### src/rtl/display_page_scheduler_if.sv
// Handshake bundle between the button/UART front end, the page scheduler and
// the segment decoder/loader.
//   Inputs to the scheduler:
//     btn_up, btn_left, btn_right  1-cycle pulses from the button edge detectors
//     auto_en                      level, 1 = auto-rotate pages
//     rx_done                      1-cycle pulse, UART byte received
//   Outputs from the scheduler:
//     page_sel      page shown: 00 TX[3:2], 01 TX[1:0], 10 RX[3:2], 11 RX[1:0]
//     page_changed  1-cycle pulse, the cycle after page_sel changes
//     memory_page   0 TX, 1 RX
//     current_page  LED indicator, page_sel[0] ? 01 : 10
//     scan_tick     1-cycle digit-scan pulse
//     digit_sel     digit being driven, 0..3
//     anode_n       active-low anode enables
interface display_page_scheduler_if;
  logic       btn_up;
  logic       btn_left;
  logic       btn_right;
  logic       auto_en;
  logic       rx_done;
  logic [1:0] page_sel;
  logic       page_changed;
  logic       memory_page;
  logic [1:0] current_page;
  logic       scan_tick;
  logic [1:0] digit_sel;
  logic [3:0] anode_n;

  modport master (
    output btn_up, btn_left, btn_right, auto_en, rx_done,
    input  page_sel, page_changed, memory_page, current_page,
           scan_tick, digit_sel, anode_n
  );

  modport slave (
    input  btn_up, btn_left, btn_right, auto_en, rx_done,
    output page_sel, page_changed, memory_page, current_page,
           scan_tick, digit_sel, anode_n
  );
endinterface

### src/rtl/display_page_scheduler.sv
// Page scheduler for the 4-digit seven-segment display. Picks which 16-bit
// page of the TX/RX byte buffers is shown (manual buttons, auto-rotation,
// received-data alert) and generates the digit-scan timebase.
//   clk    system clock
//   reset  synchronous, active low (0 = reset)
//   bus    display_page_scheduler_if.slave, see the interface for signals
module display_page_scheduler #(
  parameter int CLK_DIV    = 100000,
  parameter int AUTO_DWELL = 500,
  parameter int RX_HOLD    = 2000
) (
  input  logic                          clk,
  input  logic                          reset,
  display_page_scheduler_if.slave       bus
);

  localparam int PW = $clog2(CLK_DIV) + 1;
  localparam int DW = $clog2(AUTO_DWELL) + 1;
  localparam int HW = $clog2(RX_HOLD) + 1;

  localparam logic [PW-1:0] PRE_MAX  = PW'(CLK_DIV - 1);
  localparam logic [DW-1:0] DWELL_LIM = DW'(AUTO_DWELL);
  localparam logic [HW-1:0] HOLD_LIM  = HW'(RX_HOLD);

  typedef enum logic [1:0] {MANUAL, AUTO, ALERT} state_t;

  state_t        state, state_n;
  logic [1:0]    page, page_n;
  logic [1:0]    saved, saved_n;
  logic [DW-1:0] dwell, dwell_n;
  logic [HW-1:0] hold, hold_n;
  logic [PW-1:0] pre;
  logic [1:0]    digit;
  logic [1:0]    page_prev;
  logic          page_chg;

  logic          tick;
  logic          btn;
  logic [1:0]    btn_page;
  logic [DW-1:0] dwell_inc;
  logic [HW-1:0] hold_inc;

  assign tick      = (pre == PRE_MAX);
  assign btn       = bus.btn_up | bus.btn_left | bus.btn_right;
  assign dwell_inc = dwell + 1'b1;
  assign hold_inc  = hold + 1'b1;

  // up outranks left/right; lower-priority pulses in the same cycle are dropped
  always_comb begin
    btn_page = page;
    if (bus.btn_up)                       btn_page = {~page[1], 1'b0};
    else if (bus.btn_left | bus.btn_right) btn_page = {page[1], ~page[0]};
  end

  always_comb begin
    state_n = state;
    page_n  = page;
    saved_n = saved;
    dwell_n = dwell;
    hold_n  = hold;
    unique case (state)
      MANUAL, AUTO: begin
        if (bus.rx_done) begin
          // alert wins over buttons and dwell expiry
          saved_n = page;
          page_n  = 2'b11;
          hold_n  = '0;
          state_n = ALERT;
        end else if (state == MANUAL) begin
          if (btn) page_n = btn_page;
          if (bus.auto_en) begin
            state_n = AUTO;
            dwell_n = '0;
          end
        end else begin
          if (btn) begin
            page_n  = btn_page;
            dwell_n = '0;
          end else if (tick) begin
            if (dwell_inc == DWELL_LIM) begin
              page_n  = page + 2'd1;
              dwell_n = '0;
            end else begin
              dwell_n = dwell_inc;
            end
          end
          if (!bus.auto_en) state_n = MANUAL;
        end
      end
      ALERT: begin
        if (bus.rx_done) begin
          hold_n = '0;
        end else if (btn) begin
          page_n  = btn_page;
          dwell_n = '0;
          state_n = bus.auto_en ? AUTO : MANUAL;
        end else if (tick) begin
          if (hold_inc == HOLD_LIM) begin
            page_n  = saved;
            dwell_n = '0;
            state_n = bus.auto_en ? AUTO : MANUAL;
          end else begin
            hold_n = hold_inc;
          end
        end
      end
      default: state_n = MANUAL;
    endcase
  end

  always_ff @(posedge clk) begin
    if (!reset) begin
      state     <= MANUAL;
      page      <= 2'b00;
      saved     <= 2'b00;
      dwell     <= '0;
      hold      <= '0;
      pre       <= '0;
      digit     <= 2'd0;
      page_prev <= 2'b00;
      page_chg  <= 1'b0;
    end else begin
      state     <= state_n;
      page      <= page_n;
      saved     <= saved_n;
      dwell     <= dwell_n;
      hold      <= hold_n;
      pre       <= tick ? '0 : pre + 1'b1;
      if (tick) digit <= digit + 2'd1;
      // compare against last cycle's page so the pulse lands one cycle after the change
      page_prev <= page;
      page_chg  <= (page != page_prev);
    end
  end

  assign bus.page_sel     = page;
  assign bus.page_changed = page_chg;
  assign bus.memory_page  = page[1];
  assign bus.current_page = page[0] ? 2'b01 : 2'b10;
  assign bus.scan_tick    = tick;
  assign bus.digit_sel    = digit;
  assign bus.anode_n      = ~(4'b0001 << digit);

endmodule

### src/flat_wrapper.sv
// flat-port wrapper written by rule: the top's interface ports become plain ports
module display_page_scheduler_flat 
#(
  parameter int CLK_DIV    = 100000,
  parameter int AUTO_DWELL = 500,
  parameter int RX_HOLD    = 2000
)
  (clk, reset, bus_btn_up, bus_btn_left, bus_btn_right, bus_auto_en, bus_rx_done, bus_page_sel, bus_page_changed, bus_memory_page, bus_current_page, bus_scan_tick, bus_digit_sel, bus_anode_n);
  display_page_scheduler_if bus_i ();
  input  logic clk;
  input  logic reset;
  input wire logic [$bits(bus_i.btn_up)-1:0] bus_btn_up;
  input wire logic [$bits(bus_i.btn_left)-1:0] bus_btn_left;
  input wire logic [$bits(bus_i.btn_right)-1:0] bus_btn_right;
  input wire logic [$bits(bus_i.auto_en)-1:0] bus_auto_en;
  input wire logic [$bits(bus_i.rx_done)-1:0] bus_rx_done;
  output wire logic [$bits(bus_i.page_sel)-1:0] bus_page_sel;
  output wire logic [$bits(bus_i.page_changed)-1:0] bus_page_changed;
  output wire logic [$bits(bus_i.memory_page)-1:0] bus_memory_page;
  output wire logic [$bits(bus_i.current_page)-1:0] bus_current_page;
  output wire logic [$bits(bus_i.scan_tick)-1:0] bus_scan_tick;
  output wire logic [$bits(bus_i.digit_sel)-1:0] bus_digit_sel;
  output wire logic [$bits(bus_i.anode_n)-1:0] bus_anode_n;
  assign bus_i.btn_up = bus_btn_up;
  assign bus_i.btn_left = bus_btn_left;
  assign bus_i.btn_right = bus_btn_right;
  assign bus_i.auto_en = bus_auto_en;
  assign bus_i.rx_done = bus_rx_done;
  assign bus_page_sel = bus_i.page_sel;
  assign bus_page_changed = bus_i.page_changed;
  assign bus_memory_page = bus_i.memory_page;
  assign bus_current_page = bus_i.current_page;
  assign bus_scan_tick = bus_i.scan_tick;
  assign bus_digit_sel = bus_i.digit_sel;
  assign bus_anode_n = bus_i.anode_n;
  display_page_scheduler #(.CLK_DIV(CLK_DIV), .AUTO_DWELL(AUTO_DWELL), .RX_HOLD(RX_HOLD)) u_core (.clk(clk), .reset(reset), .bus(bus_i));
endmodule
### config.mk
export PLATFORM = sky130hd
export DESIGN_NAME = display_page_scheduler_flat
export DESIGN_NICKNAME = d
export VERILOG_FILES = /design/src/rtl/display_page_scheduler_if.sv /design/src/rtl/display_page_scheduler.sv /design/src/flat_wrapper.sv
export SDC_FILE = /design/constraint.sdc
export NUM_CORES = 1
export LEC_CHECK = 0
export ABC_AREA = 1
export CORE_MARGIN = 8
export CORE_UTILIZATION = 55
export CTS_CLUSTER_SIZE = 40
export DETAILED_ROUTE_END_ITERATION = 7
export PLACE_DENSITY_LB_ADDON = 0.2
export SYNTH_ARGS = -nofsm -noshare
export SYNTH_HDL_FRONTEND = slang
export SYNTH_SLANG_ARGS = --single-unit
### constraint.sdc
create_clock -name clk -period 2.1 [get_ports clk]
set_clock_uncertainty 0.05 [all_clocks]
set_input_delay 0.42 -clock clk [delete_from_list [all_inputs] [get_ports clk]]
set_output_delay 0.42 -clock clk [all_outputs]
set_load 0.01 [all_outputs]
# Yosys cells after proc, flatten, opt, wreduce, memory -nomap -nowiden
# Index checks and enable logic that the tools add are counted.
[word_totals] register_bits=51 latch_bits=0 ramBits=0 rom_bits=0 in_bits=7 output_inout_bits=13 word_cells=93 mem_count=0
[op_classes] n_addsub=5 multipliers=0 n_div=0 order_cmp=0 n_eq_ne=21 shifts=1 mux=41 n_bitwise=7 reduce_logical=9
[ops] op="$mux 10" n=10
[ops] op="$mux 12" n=5
[ops] op="$mux 2" n=20
[ops] op="$pmux 12 s2" n=1
[ops] op="$pmux 10 s2" n=1
[ops] op="$add 18x1->18 const B" n=1
[ops] op="$eq 18x17->1 const B" n=1
[ops] op="$reduce_and 7->1" n=2
[ops] op="$add 12x1->12 const B" n=1
[ops] op="$eq 12x11->1 const B" n=1
[ops] op="$add 10x1->10 const B" n=1
[ops] op="$eq 10x9->1 const B" n=1
[ops] op="$reduce_and 5->1" n=2
[ops] op="$ne 3x3->1 const B" n=3
[ops] op="$ne 4x2->1 const B" n=2
[ops] op="$ne 4x3->1 const B" n=2
[ops] op="$pmux 2 s2" n=2
[ops] op="$ne 2x2->1 const B" n=3
[ops] op="$ne 3x1->1 const B" n=2
[ops] op="$add 2x1->2 const B" n=2
[ops] op="$ne 4x1->1 const B" n=1
[ops] op="$ne 4x4->1 const B" n=1
[ops] op="$not 4->4" n=1
[ops] op="$reduce_or 2->1" n=2
[ops] op="other kinds (11)" n=16

# Depth between registers and ports, before layout
# Gate-level depths: netlist (run 1).
[depth] depth_word=8 ltp_mapped=15 mapped_depth_nobuf=14

# Worst setup path before layout (run 1)
# No wires, ideal clock.
[synth_path] path_kind="reg-to-reg" from="register u_core.hold[0]" to="register u_core.dwell[2]" setup_ns=0.113 arrival_time_ns=1.717 t_required_ns=1.937 path_slack_ns=0.220 path_stages_with_launch=14 path_buffers=1 period_less_slack_ns=1.880 path_cell_list="dfxtp_1 ha_1 nand2_1 nor2_2 nand3b_1 nand2_1 nand3_1 nor2_1 nand2_1 nand2_2 nand3_2 buf_2 nor2_1 nor2_1"
[synth_between] elab_chain_cells=4
[synth_rtl] element="from (decl)" line="display_page_scheduler.sv:31" text="logic [HW-1:0] hold, hold_n;"
[synth_rtl] element="from (signal assigned)" line="display_page_scheduler.sv:127" text="hold <= hold_n;"
[synth_rtl] element="$add 12x1->12" line="display_page_scheduler.sv:46" text="assign hold_inc = hold + 1'b1;"
[synth_rtl] element="$eq 12x11->1" line="display_page_scheduler.sv:98" text="if (hold_inc == HOLD_LIM) begin"
[synth_rtl] element="$ne 3x1->1 (no line)"
[synth_rtl] element="$reduce_and 7->1 (no line)"
[synth_rtl] element="to (signal assigned)" line="display_page_scheduler.sv:126" text="dwell <= dwell_n;"
[synth_rtl] element="to (decl)" line="display_page_scheduler.sv:30" text="logic [DW-1:0] dwell, dwell_n;"
# Every way passes these cells.
# A chain may end at the register's enable or synchronous reset.

# Final worst setup path (run 1)
[layout_path] from="register u_core.digit[1] (netlist: u_core.bus.digit_sel[1])" to="output bus_anode_n[0]"
[layout_between] elab_chain_cells=2
[layout_rtl] element="from (decl)" line="display_page_scheduler.sv:33" text="logic [1:0] digit;"
[layout_rtl] element="from (signal assigned)" line="display_page_scheduler.sv:129" text="if (tick) digit <= digit + 2'd1;"
[layout_rtl] element="$shl 1x2->4" line="display_page_scheduler.sv:142" text="assign bus.anode_n = ~(4'b0001 << digit);"
[layout_rtl] element="$not 4->4" line="display_page_scheduler.sv:142"
[layout_rtl] element="to (decl)" line="flat_wrapper.sv:23" text="output wire logic [$bits(bus_i.anode_n)-1:0] bus_anode_n;"
# Every way passes these cells.

==> out/summary.md, run 1 <==
GRT
- GRT Residual Overflow: 0
- via count of the first global-routing pass: 2780
- highest-utilization routing layer at the global route stage: met2
- antenna violations before repair: 0
- first-pass GRT wire length: 11870 um
- GR Layer Usage met2: 28.90%
- met3 track utilization from global routing: 2.577%
- GRT Overall Usage: 16.90%
- maximum number of pins on one net before global-route repair: 30
- global routing met1 resource utilization: 20.63%

Logic synthesis
- adder-cell share of the synthesized area: 2.908%
- proportion of synthesized flip-flops having asynchronous set or reset: 0%
- number of unique standard cell types used by synthesis: 31
- area of the mapped netlist: 0.003012 sq mm
- syn avg cell area: 6.210 sq um
- xor-xnor portion of the synthesized cell area: 2.327%
- top_reg_cell synth: sky130_fd_sc_hd__dfxtp_1
- share of the synthesized area in compound gates (AO/OA/AOI/OAI): 9.680%
- fraction of the mapped netlist area in simple logic gates: 41.71%
- mux share of post-synthesis cell area: 0%
- number of warning messages in the yosys log: 0
- sequential-to-total area share from yosys stat: 33.90%
- number of nets in the synthesized netlist: 499
- dominant combinational cell family by area after synthesis: simple AND/OR/NAND/NOR gates
- count of state elements after synthesis: 51
- largest cells by area after synthesis: sky130_fd_sc_hd__dfxtp_1, sky130_fd_sc_hd__nand2_1, sky130_fd_sc_hd__nor2_1
- cell accounting for the most synthesized area: sky130_fd_sc_hd__dfxtp_1
- number of flops mapped to enable cells by yosys: 0
- cell count after synthesis: 485
- fraction of post-synthesis cell area in the top cell type by area: 33.90%

Die
- width of the die: 90 um
- starting density of the core: 55.72%
- Std-Cell Core Area: 0.005405 sq mm
- std cell rows: 27
- die outline height: 90 um
- top-level port count: 20
- die area: 0.008100 sq mm

Run status
- result of the run: finished, final reports clean

Detailed routing
- routed length per instance: 11.31 um
- detailed router's first-iteration violation count: 218
- number of vias per cell: 5.081
- vias after detailed routing: 3023
- final antenna-violating net count: 0
- number of remaining DRC errors: 0
- routed wire length: 6730 um
- number of detailed-routing iterations run before antenna repair: 4

Setup path
- largest fanout on the critical path: 4
- capturing point of the worst reg2reg path: u_core.hold[0]
- kind of launch point of the worst setup path: flop
- critical path start-end classification: reg2out
- ordered list of cells on the worst path: inv_1, ha_1, inv_1, clkdlybuf4s50_1
- start point of the critical path: u_core.bus.digit_sel[1]
- cell at the slowest stage of the critical path: sky130_fd_sc_hd__clkdlybuf4s50_1
- r2r startpoint: u_core.pre[0]
- most repeated library cell on the critical path: sky130_fd_sc_hd__inv_1
- critical path data arrival time: 1.54 ns
- stage delay of the slowest cell on the critical path: 0.53 ns
- data required time at the worst endpoint: 1.63 ns
- R2R setup slack: 0.18 ns
- critical path capture point type: output pin
- worst reg2reg path depth: 14

Pwr
- total power divided by cell area: 640.3 mW/mm^2
- maximum VDD drop: 0.4257 mV
- leakage: 1.543 nW

Clocking
- CTS Buf Count: 5
- H-tree levels: 2
- root buf cell: sky130_fd_sc_hd__clkbuf_8
- clock tree from TritonCTS: yes
- CTS clock-pin slew for the worst setup and hold paths: 0.09 ns
- number of buffers added to fix hold violations after cts: 0
- worst skew pair latency: 0.31 ns
- clock sinks: 51
- clock tree buffer depth: 2

STA
- final count of negative-setup-slack endpoints: 0
- Final min period: 2.007 ns
- slew at the pin closest to its max-slew limit: 0.3699 ns
- count of endpoints failing hold in the final timing report: 0
- summed negative setup slack over all endpoints: 0 ns
- slew margin rel.: 75.15%
- worst slack on hold paths: 0.4273 ns
- post-route fraction of the period consumed by the critical path: 95.57%
- FMAX: 498.2 MHz
- Max Slew Vio Count: 0
- RSZ-0062 raised after global routing: no

Placement
- post-detail-place hpwl: 4939 um
- placed inst area: 0.003395 sq mm
- final weighted congestion of routability-driven global placement: 0.8609
- port bufs: 19
- # placed instances: 586

Cells and area
- Total Nets Final: 536
- area grow syn2layout: 18.20%
- number of standard cells in the layout, taps in and fillers out: 595
- final design instance area without fill: 0.003560 sq mm
- ratio of cells with drive above 1 in the final layout: 10.33%
- number of antenna cells inserted: 0
- utilization of the core after routing: 65.86%

Job
- Max Cap Viol: 0

Worst hold path
- capture endpoint of the worst hold path: u_core.bus.digit_sel[0]
- cell depth of the worst min-delay path: 1
- min-delay worst type: reg2reg
- HP Start: u_core.bus.digit_sel[0]

## worst max path at each step
stage	endpoint	slack (ns)	depth (start not counted)
floorplan	u_core.dwell[2]	0.22	13
detailed placement	u_core.hold[3]	0.02	11
global placement	u_core.hold[2]	0.03	8
finish	bus_anode_n[0]	0.09	4
CTS	bus_scan_tick	0.01	8
global route	u_core.hold[1]	0.001	15
## layout by cell type (no fill, tap or decap), drive strengths merged
master	Yosys	layout
nand3b	2	2
inv	60	60
o21ai	25	25
and3	1	1
nor3b	2	2
o21a	1	1
nor3	6	6
nand2	123	123
clkdlybuf4s50	0	18
bufinv	0	1
nand4	17	17
nand3	36	36
xor2	4	4
a21oi	23	23
dfxtp	51	51
buf	7	21
a22oi	1	1
xnor2	4	4
a211oi	1	1
ha	7	7
clkinv	0	1
a31oi	1	1
nor2	106	106
nor4	1	1
o21bai	3	3
clkbuf	3	7
## state kept, by name (all words and copies together), names as in the netlist
register,count
u_core.bus.digit_sel,2
u_core.saved,2
u_core.page_prev,2
u_core.state,2
u_core.pre,18
u_core.bus.page_sel,2
u_core.bus.page_changed,1
u_core.dwell,10
u_core.hold,12
## synthesized netlist by cell type, types with 3 or more instances
| cell | number |
|---|---|
| sky130_fd_sc_hd__nand3_1 | 35 |
| sky130_fd_sc_hd__o21bai_1 | 3 |
| sky130_fd_sc_hd__buf_4 | 3 |
| sky130_fd_sc_hd__o21ai_1 | 8 |
| sky130_fd_sc_hd__xnor2_1 | 4 |
| sky130_fd_sc_hd__nand2_1 | 121 |
| sky130_fd_sc_hd__nor3_1 | 6 |
| sky130_fd_sc_hd__dfxtp_1 | 51 |
| sky130_fd_sc_hd__nor2_1 | 103 |
| sky130_fd_sc_hd__nand4_1 | 17 |
| sky130_fd_sc_hd__ha_1 | 7 |
| sky130_fd_sc_hd__xor2_1 | 4 |
| sky130_fd_sc_hd__inv_1 | 59 |
| sky130_fd_sc_hd__o21ai_0 | 17 |
| sky130_fd_sc_hd__a21oi_1 | 23 |
| sky130_fd_sc_hd__buf_2 | 3 |
| sky130_fd_sc_hd__clkbuf_1 | 3 |
## metrics by stage
| step | power [W] | setup WS [ns] |
|---|---|---|
| after floorplan | 0.001430 | 0.2205 |
| after global placement | 0.001566 | 0.02502 |
| after detailed placement | 0.001580 | 0.01981 |
| after CTS | 0.002293 | 0.01446 |
| after global routing | 0.002408 | 0.001424 |
| final | 0.002279 | 0.09297 |
## area by class of cell
class / instances / area (sq um)
clock buffer: 6 / 82.58
clock inverter: 2 / 35.03
fill: 507 / 1846
inverter: 60 / 225.2
multi-input combinational: 364 / 1740
sequential: 51 / 1031
tap: 72 / 90.09
timing repair buffer: 40 / 355.3
## per-layer routing
layer | wire length (um) | vias up
li1 | - | 1619
met1 | 3177 | 1332
met2 | 3204 | 62
met3 | 248 | 10
met4 | 99 | 0
met5 | 0 | -
## critical path, delay by kind of cell, from the launching register on
kind	cells	cell delay [ns]
buffers and inverters	3	0.67
adders and majority gates	1	0.18
DFF	1	0.39
## cell families after synthesis
family | Yosys count
AO/OA/AOI/OAI | 55
adder cells (fa/ha/maj) | 7
XOR/XNOR | 8
flip-flops | 51
buffers and inverters | 70
AND/OR/NAND/NOR | 294
## what timing repair did
action,CTS,global route
setup endpoints to repair,1,29
setup buffers,0,1
pin swaps,0,3
resized for setup,2,21
## report_power, final
group / switching [W] / internal [W] / total (W) / leakage, nW
combinational: 0.000260 / 0.000193 / 0.000453 / 1.06
clock: 0.000324 / 0.000386 / 0.000710 / 0.0612
sequential: 0.0000742 / 0.00104 / 0.00112 / 0.420
Power figures use the tool's default switching activity.
==> run 2: changes to the inputs <==
Settings changed: SLEW_MARGIN set to 20.
==> results of run 2 <==
Same layout as run 1: the final DEF is identical, and so are final timing and power.
